==> src/rtl/pwm_breath_ctrl.sv <==
`default_nettype none
// ============================================================================
// Module   : pwm_breath_ctrl
// Purpose  : Envelope sequencer for the shared PWM duty generator. It runs a
//            programmable RISE / HOLD_HI / FALL / HOLD_LO breathing cycle and
//            drives the duty value for a pwm(.value) input. It has its own
//            tick prescaler, so it runs directly on the board clock. The cycle
//            can repeat continuously or run once (one-shot).
// Ports    : clk_i         system clock
//            rst_ni        asynchronous active-low reset
//            en_i          run enable; low forces IDLE
//            oneshot_i     1: stop in IDLE after one cycle, 0: repeat
//            step_i        duty increment per tick (0 is treated as 1)
//            hold_hi_i     extra ticks held at RANGE
//            hold_lo_i     extra ticks held at 0
//            pwm_value_o   registered duty value
//            busy_o        high in any state except IDLE
//            cycle_done_o  1-clk pulse at the end of each full cycle
//            state_o       IDLE=0 RISE=1 HOLD_HI=2 FALL=3 HOLD_LO=4
// Revision : 1.0  initial release
// ============================================================================
module pwm_breath_ctrl #(
  parameter int BITS     = 10,
  parameter int RANGE    = 999,
  parameter int TICK_W   = 14,
  parameter int TICK_DIV = 12000,
  parameter int HOLD_W   = 8
) (
  input  logic              clk_i,
  input  logic              rst_ni,
  input  logic              en_i,
  input  logic              oneshot_i,
  input  logic [BITS-1:0]   step_i,
  input  logic [HOLD_W-1:0] hold_hi_i,
  input  logic [HOLD_W-1:0] hold_lo_i,
  output logic [BITS-1:0]   pwm_value_o,
  output logic              busy_o,
  output logic              cycle_done_o,
  output logic [2:0]        state_o
);

  localparam logic [2:0] S_IDLE    = 3'd0;
  localparam logic [2:0] S_RISE    = 3'd1;
  localparam logic [2:0] S_HOLD_HI = 3'd2;
  localparam logic [2:0] S_FALL    = 3'd3;
  localparam logic [2:0] S_HOLD_LO = 3'd4;

  localparam logic [TICK_W-1:0] TICK_LAST = TICK_W'(TICK_DIV - 1);
  localparam logic [BITS:0]     RANGE_X   = (BITS+1)'(RANGE);
  localparam logic [BITS-1:0]   RANGE_V   = BITS'(RANGE);

  logic [2:0]        state_q, state_d;
  logic [BITS-1:0]   pwm_q, pwm_d;
  logic              busy_q, busy_d;
  logic              done_q, done_d;
  logic [TICK_W-1:0] tick_cnt_q, tick_cnt_d;
  logic [HOLD_W-1:0] hold_cnt_q, hold_cnt_d;
  logic [BITS-1:0]   step_sh_q, step_sh_d;
  logic [HOLD_W-1:0] hold_hi_sh_q, hold_hi_sh_d;
  logic [HOLD_W-1:0] hold_lo_sh_q, hold_lo_sh_d;
  logic              oneshot_sh_q, oneshot_sh_d;
  // Cleared when a one-shot cycle finishes; set again only while en is low,
  // so a new one-shot run needs en to drop and rise again.
  logic              armed_q, armed_d;

  logic              tick;
  logic [BITS-1:0]   eff_step;
  logic [BITS:0]     sum;

  assign tick     = (state_q != S_IDLE) && (tick_cnt_q == TICK_LAST);
  assign eff_step = (step_sh_q == '0) ? BITS'(1) : step_sh_q;
  // One bit wider than the duty so a large step cannot wrap past RANGE.
  assign sum      = {1'b0, pwm_q} + {1'b0, eff_step};

  always_comb begin
    state_d      = state_q;
    pwm_d        = pwm_q;
    done_d       = 1'b0;
    tick_cnt_d   = tick_cnt_q;
    hold_cnt_d   = hold_cnt_q;
    step_sh_d    = step_sh_q;
    hold_hi_sh_d = hold_hi_sh_q;
    hold_lo_sh_d = hold_lo_sh_q;
    oneshot_sh_d = oneshot_sh_q;
    armed_d      = armed_q;

    if (!en_i) begin
      // Disable overrides everything, including a coincident cycle-end tick.
      state_d    = S_IDLE;
      pwm_d      = '0;
      tick_cnt_d = '0;
      hold_cnt_d = '0;
      armed_d    = 1'b1;
    end else begin
      if (state_q != S_IDLE) begin
        tick_cnt_d = tick ? '0 : tick_cnt_q + TICK_W'(1);
      end

      case (state_q)
        S_IDLE: begin
          pwm_d      = '0;
          tick_cnt_d = '0;
          hold_cnt_d = '0;
          if (armed_q) begin
            state_d      = S_RISE;
            step_sh_d    = step_i;
            hold_hi_sh_d = hold_hi_i;
            hold_lo_sh_d = hold_lo_i;
            oneshot_sh_d = oneshot_i;
          end
        end

        S_RISE: begin
          if (tick) begin
            if (sum >= RANGE_X) begin
              pwm_d      = RANGE_V;
              hold_cnt_d = '0;
              state_d    = S_HOLD_HI;
            end else begin
              pwm_d = sum[BITS-1:0];
            end
          end
        end

        S_HOLD_HI: begin
          if (tick) begin
            if (hold_cnt_q == hold_hi_sh_q) begin
              state_d = S_FALL;
            end else begin
              hold_cnt_d = hold_cnt_q + HOLD_W'(1);
            end
          end
        end

        S_FALL: begin
          if (tick) begin
            if (pwm_q <= eff_step) begin
              pwm_d      = '0;
              hold_cnt_d = '0;
              state_d    = S_HOLD_LO;
            end else begin
              pwm_d = pwm_q - eff_step;
            end
          end
        end

        S_HOLD_LO: begin
          if (tick) begin
            if (hold_cnt_q == hold_lo_sh_q) begin
              done_d     = 1'b1;
              hold_cnt_d = '0;
              if (oneshot_sh_q) begin
                state_d = S_IDLE;
                armed_d = 1'b0;
              end else begin
                // Inputs changed mid-cycle are picked up here.
                state_d      = S_RISE;
                step_sh_d    = step_i;
                hold_hi_sh_d = hold_hi_i;
                hold_lo_sh_d = hold_lo_i;
                oneshot_sh_d = oneshot_i;
              end
            end else begin
              hold_cnt_d = hold_cnt_q + HOLD_W'(1);
            end
          end
        end

        default: begin
          state_d    = S_IDLE;
          pwm_d      = '0;
          tick_cnt_d = '0;
          hold_cnt_d = '0;
        end
      endcase
    end

    busy_d = (state_d != S_IDLE);
  end

  always_ff @(posedge clk_i or negedge rst_ni) begin
    if (!rst_ni) begin
      state_q      <= S_IDLE;
      pwm_q        <= '0;
      busy_q       <= 1'b0;
      done_q       <= 1'b0;
      tick_cnt_q   <= '0;
      hold_cnt_q   <= '0;
      step_sh_q    <= '0;
      hold_hi_sh_q <= '0;
      hold_lo_sh_q <= '0;
      oneshot_sh_q <= 1'b0;
      armed_q      <= 1'b1;
    end else begin
      state_q      <= state_d;
      pwm_q        <= pwm_d;
      busy_q       <= busy_d;
      done_q       <= done_d;
      tick_cnt_q   <= tick_cnt_d;
      hold_cnt_q   <= hold_cnt_d;
      step_sh_q    <= step_sh_d;
      hold_hi_sh_q <= hold_hi_sh_d;
      hold_lo_sh_q <= hold_lo_sh_d;
      oneshot_sh_q <= oneshot_sh_d;
      armed_q      <= armed_d;
    end
  end

  assign pwm_value_o  = pwm_q;
  assign busy_o       = busy_q;
  assign cycle_done_o = done_q;
  assign state_o      = state_q;

endmodule
`default_nettype wire

==> config.mk <==
export PLATFORM = sky130hd
export DESIGN_NAME = pwm_breath_ctrl
export DESIGN_NICKNAME = d
export VERILOG_FILES = /design/src/rtl/pwm_breath_ctrl.sv
export SDC_FILE = /design/constraint.sdc
export NUM_CORES = 1
export LEC_CHECK = 0
export CORE_MARGIN = 1
export CORE_UTILIZATION = 50
export CTS_BUF_LIST = sky130_fd_sc_hd__clkbuf_16
export CTS_CLUSTER_DIAMETER = 120
export DETAILED_ROUTE_END_ITERATION = 8
export DONT_BUFFER_PORTS = 1
export PLACE_DENSITY = 0.72
export RECOVER_POWER = 25
export SKIP_LAST_GASP = 1
export SLEW_MARGIN = 25
export SYNTH_ARGS = -nofsm -noshare
export SYNTH_HDL_FRONTEND = slang
export SYNTH_SLANG_ARGS = --single-unit
==> constraint.sdc <==
create_clock -name clk_i -period 2.95 [get_ports clk_i]
set_input_delay 0.1475 -clock clk_i [delete_from_list [all_inputs] [get_ports clk_i]]
set_output_delay 0.1475 -clock clk_i [all_outputs]
set_load 0.02 [all_outputs]
## Word level (Yosys, flattened, before mapping)

Index checks and enable logic that the tools add are counted.

- Flip-flop bits (word level): 65
- Input port bits: 30
- Output and inout port bits: 15
- Logic and storage cells: 116

- Add/subtract/negate cells: 4
- Order comparisons: 2
- Equality and inequality tests: 24
- Multiplexer cells: 62
- Reduce and logical (&&, ||, !) cells: 13

Operator list:

| operator | count |
|---|---|
| two-way mux 8 bit | 17 |
| two-way mux 10 bit | 10 |
| two-way mux 14 bit | 4 |
| case mux 8 bit (2 select lines) | 2 |
| case mux 8 bit (4 select lines) | 1 |
| two-way mux 3 bit | 10 |
| case mux 10 bit (3 select lines) | 1 |
| != test 3 bit, second input constant | 7 |
| case mux 10 bit (2 select lines) | 1 |
| == test 8 bit | 2 |
| case mux 3 bit (5 select lines) | 1 |
| adder 14 x 1 -> 14 bit, second input constant | 1 |
| == test 14 bit, second input constant | 1 |
| two-way mux 1 bit | 14 |
| adder 10 x 10 -> 11 bit | 1 |
| >= comparator 11 x 10 -> 1 bit, second input constant | 1 |
| less-or-equal comparator 10 bit | 1 |
| logical NOT 10 bit | 1 |
| != test 2 bit, second input constant | 5 |
| subtractor 10 bit | 1 |
| adder 8 x 1 -> 8 bit, second input constant | 1 |
| != test 2 x 1 -> 1 bit, second input constant | 4 |
| AND reduction 7 bit | 1 |
| == test 3 x 2 -> 1 bit, second input constant | 2 |
| 14 further kinds | 15 |

## Longest topological paths before layout

Gate-level depths: netlist (run 1).

- Depth after elaboration: 9
- Mapped depth: 14
- Gate-level depth less buffers: 13

## Worst setup path before layout (run 1)

No wires, ideal clock.

- Path type: reg2reg
- Start point: reg step_sh_q[6]
- End point: reg busy_q, in the netlist busy_o
- Data arrival time: 3.011 ns
- Required time: 2.819 ns
- Slack: -0.192 ns
- Stages on the path, launching flop included: 14
- Period minus slack after synthesis: 3.142 ns
- Path through: dfrtp_1 -> nor4_1 -> a41o_1 -> ha_1 -> inv_1 -> fa_1 -> o21bai_2 -> a211oi_1 -> o21ai_0 -> a21oi_1 -> o22ai_2 -> o21bai_2 -> a21o_1 -> or3_1

- Cells in the longest elaborated chain, start to end: 9
- Elaborated cells between the ends (all ways): 12
- Classes of those cells: add/sub: 1; order compare: 2; mux: 7; reduce/logical: 2

Ends and longest elaborated chain:

| what | line | source |
|---|---|---|
| from (decl) | 58 | `logic [BITS-1:0] step_sh_q, step_sh_d;` |
| from (signal assigned) | 201 | `step_sh_q <= step_sh_d;` |
| logical NOT 10 bit | 71 | `assign eff_step = (step_sh_q == '0) ? BITS'(1) : step_sh_q;` |
| two-way mux 10 bit (*) | 71 |  |
| adder 10 x 10 -> 11 bit | 73 | `assign sum = {1'b0, pwm_q} + {1'b0, eff_step};` |
| >= comparator 11 x 10 -> 1 bit | 115 | `if (sum >= RANGE_X) begin` |
| two-way mux 3 bit | 115 |  |
| two-way mux 3 bit | 114 | `if (tick) begin` |
| case mux 3 bit (5 select lines) (*) | 99 | `case (state_q)` |
| two-way mux 3 bit (*) | 87 | `if (!en_i) begin` |
| via state_d[1] | 52 | `logic [2:0] state_q, state_d;` |
| nonzero test 3 bit (*) | 178 | `busy_d = (state_d != S_IDLE);` |
| via busy_d | 54 | `logic busy_q, busy_d;` |
| to (signal assigned) | 197 | `busy_q <= busy_d;` |
| to (decl) | 54 |  |

The timed path passes the listed nets; every way through them passes the cells marked *.
A chain may end at the register's enable or synchronous reset.

## Worst setup path in the final report (run 1)

- Start point: reg step_sh_q[8]
- End point: reg hold_cnt_q[3]

- Cells in the longest elaborated chain, start to end: 6
- Elaborated cells between the ends (all ways): 8
- Classes of those cells: add/sub: 1; order compare: 2; eq/ne: 2; mux: 1; reduce/logical: 2

Ends and longest elaborated chain:

| what | line | source |
|---|---|---|
| logical NOT 10 bit | 71 |  |
| two-way mux 10 bit (*) | 71 |  |
| adder 10 x 10 -> 11 bit | 73 |  |
| >= comparator 11 x 10 -> 1 bit | 115 |  |
| != test 3 bit (no line) | n/a |  |
| AND reduction 7 bit (no line) (*) | n/a |  |
| to (signal assigned) | 200 | `hold_cnt_q <= hold_cnt_d;` |
| to (decl) | 57 | `logic [HOLD_W-1:0] hold_cnt_q, hold_cnt_d;` |

Every way passes the cells marked *; elsewhere a longest branch is shown, timed or not.

==> flow_summary.ini, run 1 <==
[placed_design]
hpwlAfterDp_um = 8210
place_ws_ns = -0.422
gp_congestion = 0.910
io_buffers = 0
dp_cells = 617

[floorplan]
core_region_area_mm2 = 0.00834
dieWidth_um = 95.7
die_area_mm2 = 0.00916
start_util_pct = 52.6
rows = 33
num_io_pins = 45
dieHeight_um = 95.7

[synth]
syn_avg_cell_area_um2 = 9.07
synth_ff_type = dfrtp_1
ys_seq_area_share_pct = 37.1
ys_seq_elements = 65
synth_common_cells = 64 x dfrtp_1, 44 x nand2_1, 40 x nor2_1
synth_edf_count = 0
synth.distinct_cells = 75
synth_top_area_cell = dfrtp_1
synth.most_common_cell = dfrtp_1
netlist_area_mm2 = 0.00439
async_flop_share_pct = 100
syn-instance-count = 484
yosys.area.top_type_share_pct = 36.5
synth_nets = 538
synth_warnings = 0
synthTopCellsByArea = dfrtp_1 36%, ha_1 6.3%, xor2_1 5.0%

[clock_network]
cts_buffers = 9
root_buffer = clkbuf_16
cts_tree = yes
cts.sinks = 65
clk_path_buf_depth = 2
clk_latency_ns = 0.34
h-tree-depth = 3
clk_pin_slew_ns = 0.06

[power_and_ir_drop]
internal_power_mw = 2.54
power_density_mw_per_mm2 = 695
power.share.sequential_pct = 27.9
power_frac_clock_pct = 29.3
leakagePower_nw = 2.63
switching_share_pct = 36.6
comb_power_share_pct = 42.8
vdd_drop_max_v = 0.000427
power_switching_mw = 1.47

[sta]
slew_headroom_pct = -8.53
maxSlewViolCount = 66
min_period_ns = 3.34
skew_ns = 0.00985
fin_tns_setup_ns = -5.27
rsz0062_at_grt = true
worst_pin_slew_ns = 1.63
fmax_mhz = 299
period_share_pct = 113
worst_slack_ns = -0.393
setup_viol = 20
hold_viol = 0

[global_route]
grt_antenna_before_repair = 0
grt.overflow.total = 0
gr-usage-met1_pct = 34.8
gr-usage-met2_pct = 46.7
grtUsageMet3_pct = 7.03
grt_pass1_vias = 4026
grt_first_pass_wirelength_um = 19700
grtUsageTotal_pct = 28.3
busiest_layer = met2
grt_max_degree = 66

[worst_setup_path]
r2r_cells = 14
critPathCaptureType = flip-flop
cp-endpoint = hold_cnt_q[3]
crit_start = step_sh_q[8]
critPathRequiredTime_ns = 3.17
r2r-end = hold_cnt_q[3]
regToRegStartpoint = step_sh_q[8]
arrival_ns = 3.57
rrSetupSlack_ns = -0.39
critPathKind = flip-flop to flip-flop
start_kind = flip-flop
critPathMaxFanout = 7

[detailed_routing]
postRouteWirelength_um = 12400
drt_iter0_drc = 193
num_vias = 4034
drc_errors = 0
antenna_left = 0
avgViaCountPerCell = 5.95
wl_per_cell_um = 18.3
first_pass_iters = 4

[cells_and_area]
layout.cells.non_filler = 678
finalNetCount = 622
n_antenna_cell = 0
area_growth_pct = 31.6
drive_above_1_share_pct = 26.2
fill_cells = 615

[status]
status = finished, violations left
violations = max-capacitance violations, max-slew violations, negative setup slack

[min_path]
hold_path.class = primary input to flip-flop

[job]
drv_cap = 1
## per-layer routing
layer | vias up | routed length [um]
met5 | - | 0
met4 | 0 | 427
met3 | 39 | 603
met2 | 131 | 6080
met1 | 1968 | 5310
li1 | 1896 | -
## sequential cells by signal, indices dropped and copies added (netlist names)
name / flops
hold_hi_sh_q: 8
step_sh_q: 10
pwm_value_o: 10
cycle_done_o: 1
busy_o: 1
state_o: 3
armed_q: 1
hold_lo_sh_q: 8
hold_cnt_q: 8
tick_cnt_q: 14
oneshot_sh_q: 1
## cell usage in the layout (no fill, tap or decap), types with 8 or more instances in the layout
master         instances
mux2_2                17
xor2_1                25
buf_6                 11
xnor2_1                8
dlygate4sd3_1         28
ha_1                  20
nor3_1                15
nor2_1                40
and3_1                10
clkbuf_16              9
a21oi_1               19
dfrtp_1               64
o21ai_0               18
inv_1                 20
buf_4                 60
nand3_1               19
nand2_1               40
## worst max-delay path, cell delays in order, from the launching register on
cell and delay, ns:
dfrtp_1 0.41, nor4_4 0.33, a41o_1 0.25, ha_2 0.21, inv_2 0.04, fa_2 0.37, o21bai_4 0.20, a2111oi_4 0.11
xnor2_1 0.16, o31ai_2 0.30, nand4bb_4 0.17, o21ai_4 0.21, buf_12 0.14, o211ai_1 0.09, a31o_2 0.26
## power groups by stage
| stage | clock network, mW | registers [mW] | logic [mW] |
|---|---|---|---|
| final | 1.18 | 1.12 | 1.72 |
| after global routing | 1.21 | 1.13 | 1.86 |
| after CTS | 1.18 | 1.12 | 1.57 |
| after detailed placement | 0 | 1.13 | 1.42 |
| after global placement | 0 | 1.12 | 1.41 |
| after floorplan | 0 | 1.15 | 0.940 |
## layout make-up
type	count	area (um^2)	area share, %
clock inverter	7	95.1	1.65
timing repair buffer	102	900	15.6
multi-input combinational	369	2720	47.0
sequential	65	1630	28.2
inverter	21	78.8	1.37
clock buffer	9	225	3.90
tap	105	131	2.28
## metrics by stage
step | total power, mW | hold slack, ns | instance area (um^2) | utilization (%)
finish | 4.02 | 0.107 | 5770 | 69.2
global route | 4.20 | 0.119 | 5770 | 69.2
CTS | 3.88 | 0.104 | 5650 | 67.7
detailed placement | 2.55 | -0.146 | 4860 | 58.3
global placement | 2.53 | -0.146 | 4860 | 58.3
floorplan | 2.09 | -0.148 | 4400 | -
## how the worst min path moves through the flow
stage | to | slack (ns) | start | cells after the start
after floorplan | busy_o | -0.15 | rst_ni | 0
after global placement | step_sh_q[3] | -0.15 | rst_ni | 0
after detailed placement | step_sh_q[3] | -0.15 | rst_ni | 0
after CTS | pwm_value_o[1] | 0.10 | en_i | 2
after global routing | armed_q | 0.12 | en_i | 2
final | armed_q | 0.11 | en_i | 2
## cell families (layout without fill, tap and decap cells)
kind of cell	Yosys count	count (layout)	synth area share [%]
simple gates	181	181	20.9
compound gates	113	113	18.8
flops	65	65	37.1
buf+inv	50	139	4.87
xor+xnor	33	33	6.59
fa+ha+maj	24	24	7.18
mux	18	18	4.59
## what timing repair did
item / in CTS / in global routing
endpoints found under the setup margin: 21 / 21
endpoints found under the hold margin: 100 / 0
gates cloned: 0 / 0
pin swaps: 10 / 13
setup buffers: 10 / 7
hold buffers: 29 / 0
gates resized for setup: 24 / 23
Note: power is estimated with default switching activity, not from simulation.
==> inputs of run 2 (changes only) <==
==> constraint.sdc (replaced) <==
create_clock -name clk_i -period 2.9 [get_ports clk_i]
set_input_delay 0.29 -clock clk_i [delete_from_list [all_inputs] [get_ports clk_i]]
set_output_delay 0.29 -clock clk_i [all_outputs]
set_load 0.02 [all_outputs]
==> flow_summary.ini, run 2 (synthesis results as in run 1) <==
[sta]
hold_viol = 0
maxSlewViolCount = 66
min_period_ns = 3.35
fin_tns_setup_ns = -7.34
rsz0062_at_grt = true
period_share_pct = 116
slew_headroom_pct = -11.7
setup_viol = 21
worst_pin_slew_ns = 1.68
worst_slack_ns = -0.450
fmax_mhz = 299
skew_ns = 0.00840

[cells_and_area]
final_common_cell = dfrtp_1
design_area_mm2 = 0.00544
final_cell_mix = 64 x dfrtp_1, 56 x buf_4, 43 x nand2_1
layout.cells.non_filler = 641
finalNetCount = 585
largest_reg_flops = 14
multi_input_area_mm2 = 0.00274
regArea_mm2 = 0.00163
n_antenna_cell = 0
fill_cells = 653
area_growth_pct = 23.8
top_register = tick_cnt_q
drive_above_1_share_pct = 28.0

[worst_setup_path]
slowest_delay_ns = 0.38
critPathMaxFanout = 4
crit_top_cell = buf_4
arrival_ns = 3.56
rrSetupSlack_ns = -0.45
start_kind = flip-flop
path_cells = nor4_2, buf_4, a41o_1, ha_2, inv_2, fa_2, o21bai_4, buf_4, a211oi_4, o21ai_2, and3_1, o22ai_2, o21ai_4, a31oi_2, or3_1
path_delay_family = compound AO/OA/AOI/OAI gates
critPathRequiredTime_ns = 3.11
critPathCaptureType = flip-flop
crit_slowest_cell = dfrtp_1
path_buf_inv = 3
critPathKind = flip-flop to flip-flop

[placed_design]
hpwlAfterDp_um = 8000
gp_congestion = 0.920
placed_area_mm2 = 0.00483
io_buffers = 0
dp_cells = 610

[global_route]
grt_max_degree = 66
grt_first_pass_wirelength_um = 18000
grt_antenna_before_repair = 0
grtUsageTotal_pct = 26.2
grt_pass1_vias = 3740
grt.overflow.total = 0

[detailed_routing]
drt_iter0_drc = 187
antenna_left = 0
drc_errors = 0
first_pass_iters = 5
avgViaCountPerCell = 6.05
num_vias = 3880
postRouteWirelength_um = 11600
wl_per_cell_um = 18.1

[clock_network]
clk_pin_slew_ns = 0.06
cts_buffers = 9
clk_latency_ns = 0.33
clk_path_buf_depth = 2
cts_tree = yes
cts.sinks = 65
root_buffer = clkbuf_16
h-tree-depth = 3

[floorplan]
start_util_pct = 52.6
die_area_mm2 = 0.00916
core_region_area_mm2 = 0.00834
num_io_pins = 45
dieHeight_um = 95.7
dieWidth_um = 95.7
rows = 33

[job]
drv_cap = 1

[min_path]
hold_path.class = primary input to flip-flop

[status]
status = finished, violations left
violations = max-capacitance violations, max-slew violations, negative setup slack

[power_and_ir_drop]
vdd_drop_max_v = 0.000378
leakagePower_nw = 2.46
power_density_mw_per_mm2 = 726
==> run 2: cell count changes in the layout (fill, tap and decap cells not counted), sizes merged <==
| cell | change |
|---|---|
| dlygate4sd3 | -27 |
| buf | -10 |
| clkinv | -2 |
| clkinvlp | +2 |
==> run 2: stage by stage <==
step                      hold WS, ns  total power [mW]  setup slack, ns  utilization (%)
after floorplan              -0.00559              2.12          -0.0962                -
after global placement       -0.00378              2.54           -0.315             58.0
after detailed placement     -0.00403              2.56           -0.410             58.0
after CTS                      0.0732              3.85           -0.377             63.9
after global routing           0.0699              4.14           -0.606             65.2
final                          0.0781              3.95           -0.450             65.2
==> run 2: worst paths after layout <==
check                         startpoint       endpoint  cells after the start
min in group asynchronous         rst_ni   step_sh_q[8]                      2
hold / removal                      en_i  hold_cnt_q[6]                      1
max in group asynchronous         rst_ni  hold_cnt_q[6]                      2
hold reg to reg            tick_cnt_q[0]  tick_cnt_q[0]                      1
setup reg to reg            step_sh_q[9]         busy_o                     15
setup / recovery            step_sh_q[9]         busy_o                     15
==> run 2: worst reg2reg max path, delay by kind of cell, from the launching register on <==
family	cells	cell delay, ns
AO/OA/AOI/OAI	7	1.09
adder cells (fa/ha/maj)	2	0.56
buffers and inverters	3	0.35
flip-flops	1	0.38
AND/OR/NAND/NOR	3	0.84
==> run 2: cell type report <==
cell class | instances | area share (%)
Clock buffer | 9 | 4.14
Clock inverter | 7 | 1.77
Inverter | 21 | 1.45
Multi-Input combinational cell | 369 | 50.5
Sequential cell | 65 | 29.9
Tap cell | 105 | 2.42
Timing Repair Buffer | 65 | 9.78
==> run 2: what timing repair did <==
item / 4_1_cts / 5_1_grt
pin swaps: 19 / 11
endpoints found under the hold margin: 65 / 0
gates resized for setup: 21 / 20
setup buffers: 6 / 7
hold buffers: 2 / 0
endpoints found under the setup margin: 21 / 22
==> run 2: power breakdown <==
| part | switching, mW | internal (mW) |
|---|---|---|
| Clock | 0.421 | 0.754 |
| Sequential | 0.104 | 1.02 |
| Combinational | 0.901 | 0.742 |
==> run 2: per-layer routing <==
metal	GRT usage [%]	part of all wire (%)	vias up
met5	0	0	-
met4	12.1	3.0	0
met3	5.29	5.8	29
met2	43.5	48	141
met1	32.8	43	1891
li1	-	-	1819
==> inputs of run 3 (changes only) <==
--- a/config.mk
+++ b/config.mk
@@ -13,6 +13,7 @@
 export DONT_BUFFER_PORTS = 1
 export PLACE_DENSITY = 0.72
 export RECOVER_POWER = 25
+export REMOVE_ABC_BUFFERS = 1
 export SKIP_LAST_GASP = 1
 export SLEW_MARGIN = 25
 export SYNTH_ARGS = -nofsm -noshare
==> flow_summary.ini, run 3 (synthesis results as in run 1) <==
[cells_and_area]
final_cell_mix = 64 x dfrtp_1, 54 x buf_4, 40 x nand2_1, 40 x nor2_1, 25 x xor2_1
drive_above_1_share_pct = 26.9
finalNetCount = 584
fill_cells = 708
area_growth_pct = 22.4
n_antenna_cell = 0
final_common_cell = dfrtp_1
design_area_mm2 = 0.00537
multi_input_area_mm2 = 0.00273
largest_reg_flops = 14
regArea_mm2 = 0.00163
top_register = tick_cnt_q

[floorplan]
rows = 33
dieHeight_um = 95.7
start_util_pct = 52.6
dieWidth_um = 95.7
core_region_area_mm2 = 0.00834
num_io_pins = 45
die_area_mm2 = 0.00916

[placed_design]
gp_congestion = 0.902
io_buffers = 0
placed_area_mm2 = 0.00482
place_ws_ns = -0.500
hpwlAfterDp_um = 7950

[sta]
worst_slack_ns = -0.396
fmax_mhz = 303
hold_viol = 0
worst_pin_slew_ns = 1.57
slew_headroom_pct = -4.93
rsz0062_at_grt = true
skew_ns = 0.00606
maxSlewViolCount = 66
period_share_pct = 114
setup_viol = 20
min_period_ns = 3.30

[worst_setup_path]
critPathRequiredTime_ns = 3.13
path_cells = nor4_2, buf_4, a41o_1, ha_2, inv_2, fa_2, buf_4, buf_4, xnor2_1, nor3_1, a211oi_1, nand4bb_4, o21ai_4, buf_12, o211ai_1, a31o_2
arrival_ns = 3.52
critPathMaxFanout = 7
rrSetupSlack_ns = -0.40
regToRegStartpoint = step_sh_q[6]
r2r_cells = 16
r2r-end = hold_cnt_q[4]
critPathCaptureType = flip-flop
critPathKind = flip-flop to flip-flop
start_kind = flip-flop
crit_top_cell = buf_4
crit_slowest_cell = dfrtp_1
slowest_delay_ns = 0.40

[power_and_ir_drop]
power_density_mw_per_mm2 = 709
power.share.sequential_pct = 29.4
leakagePower_nw = 2.42
internal_power_mw = 2.36
power_switching_mw = 1.45
comb_power_share_pct = 43.7
power_frac_clock_pct = 26.9
switching_share_pct = 38.0
vdd_drop_max_v = 0.000367

[clock_network]
cts.sinks = 65
clk_path_buf_depth = 2
clk_latency_ns = 0.34
root_buffer = clkbuf_16
clk_pin_slew_ns = 0.06
cts_buffers = 9
cts_tree = yes
h-tree-depth = 3

[min_path]
hold_path_depth = 2
hold_end = step_sh_q[9]
hold_path.class = primary input to flip-flop
holdCritStartpoint = step_i[9]

[job]
drv_cap = 1

[detailed_routing]
drc_errors = 0
num_vias = 3781
first_pass_iters = 5
avgViaCountPerCell = 5.91
antenna_left = 0
wl_per_cell_um = 17.4
postRouteWirelength_um = 11100
drt_iter0_drc = 236

[global_route]
grt_pass1_vias = 3736
grt.overflow.total = 0
grtUsageTotal_pct = 25.5
grt_first_pass_wirelength_um = 17500
grt_antenna_before_repair = 0
grt_max_degree = 66

[status]
violations = max-capacitance violations, max-slew violations, negative setup slack
status = finished, violations left
-- run 3: what timing repair did --
item	4_1_cts	5_1_grt
resized for setup	36	14
endpoints found under the hold margin	65	0
setup buffers	5	4
pin swaps	20	15
setup endpoints to repair	22	22
hold buffers	2	0
-- run 3: cell type report --
| cell class | instances | share of cell area (%) |
|---|---|---|
| inverter | 21 | 1.47 |
| clock inverter | 7 | 1.02 |
| multi-input combinational | 369 | 50.7 |
| clock buffer | 9 | 4.19 |
| timing repair buffer | 64 | 9.83 |
| tap | 105 | 2.45 |
| sequential | 65 | 30.3 |
-- run 3: stage by stage --
step           hold WS (ns)  TNS [ns]  total power [mW]  util (%)  cells
6_report             0.0649     -5.97              3.81      64.4    640
3_5_place_dp       -0.00273     -7.89              2.59      57.8    614
5_1_grt              0.0577     -9.00              4.01      64.4    640
3_3_place_gp       -0.00342     -6.07              2.57      57.8    614
2_1_floorplan      -0.00559    -0.937              2.07         -    455
4_1_cts              0.0587     -5.68              3.77      63.7    637
-- run 3: power by group through the flow --
| stage | Clock (mW) | Combinational [mW] | Sequential [mW] |
|---|---|---|---|
| final | 1.02 | 1.67 | 1.12 |
| after global routing | 1.07 | 1.80 | 1.13 |
| after CTS | 1.04 | 1.61 | 1.12 |
| after detailed placement | 0 | 1.46 | 1.14 |
| after global placement | 0 | 1.44 | 1.13 |
| after floorplan | 0 | 0.899 | 1.17 |
-- run 3: per-layer routing --
layer | global-route usage, % | share of wire, %
met1 | 31.1 | 42
met2 | 43.4 | 49
met3 | 5.69 | 5.8
met4 | 10.7 | 2.4
met5 | 0 | 0
-- run 3: worst max-delay path: cells and delay by family (launching register included) --
family / cells / cell delay [ns]
flops: 1 / 0.40
buf+inv: 5 / 0.62
simple gates: 3 / 0.69
fa+ha+maj: 2 / 0.55
compound gates: 5 / 0.81
xor+xnor: 1 / 0.12
-- run 3: worst max-delay path by stage --
stage	end	cells after the start	startpoint	slack [ns]
2_1_floorplan	busy_o	13	step_sh_q[6]	-0.25
3_3_place_gp	busy_o	15	step_sh_q[6]	-0.39
3_5_place_dp	busy_o	15	step_sh_q[6]	-0.50
4_1_cts	hold_cnt_q[3]	15	step_sh_q[6]	-0.40
5_1_grt	hold_cnt_q[3]	16	step_sh_q[6]	-0.55
6_report	hold_cnt_q[4]	16	step_sh_q[6]	-0.40
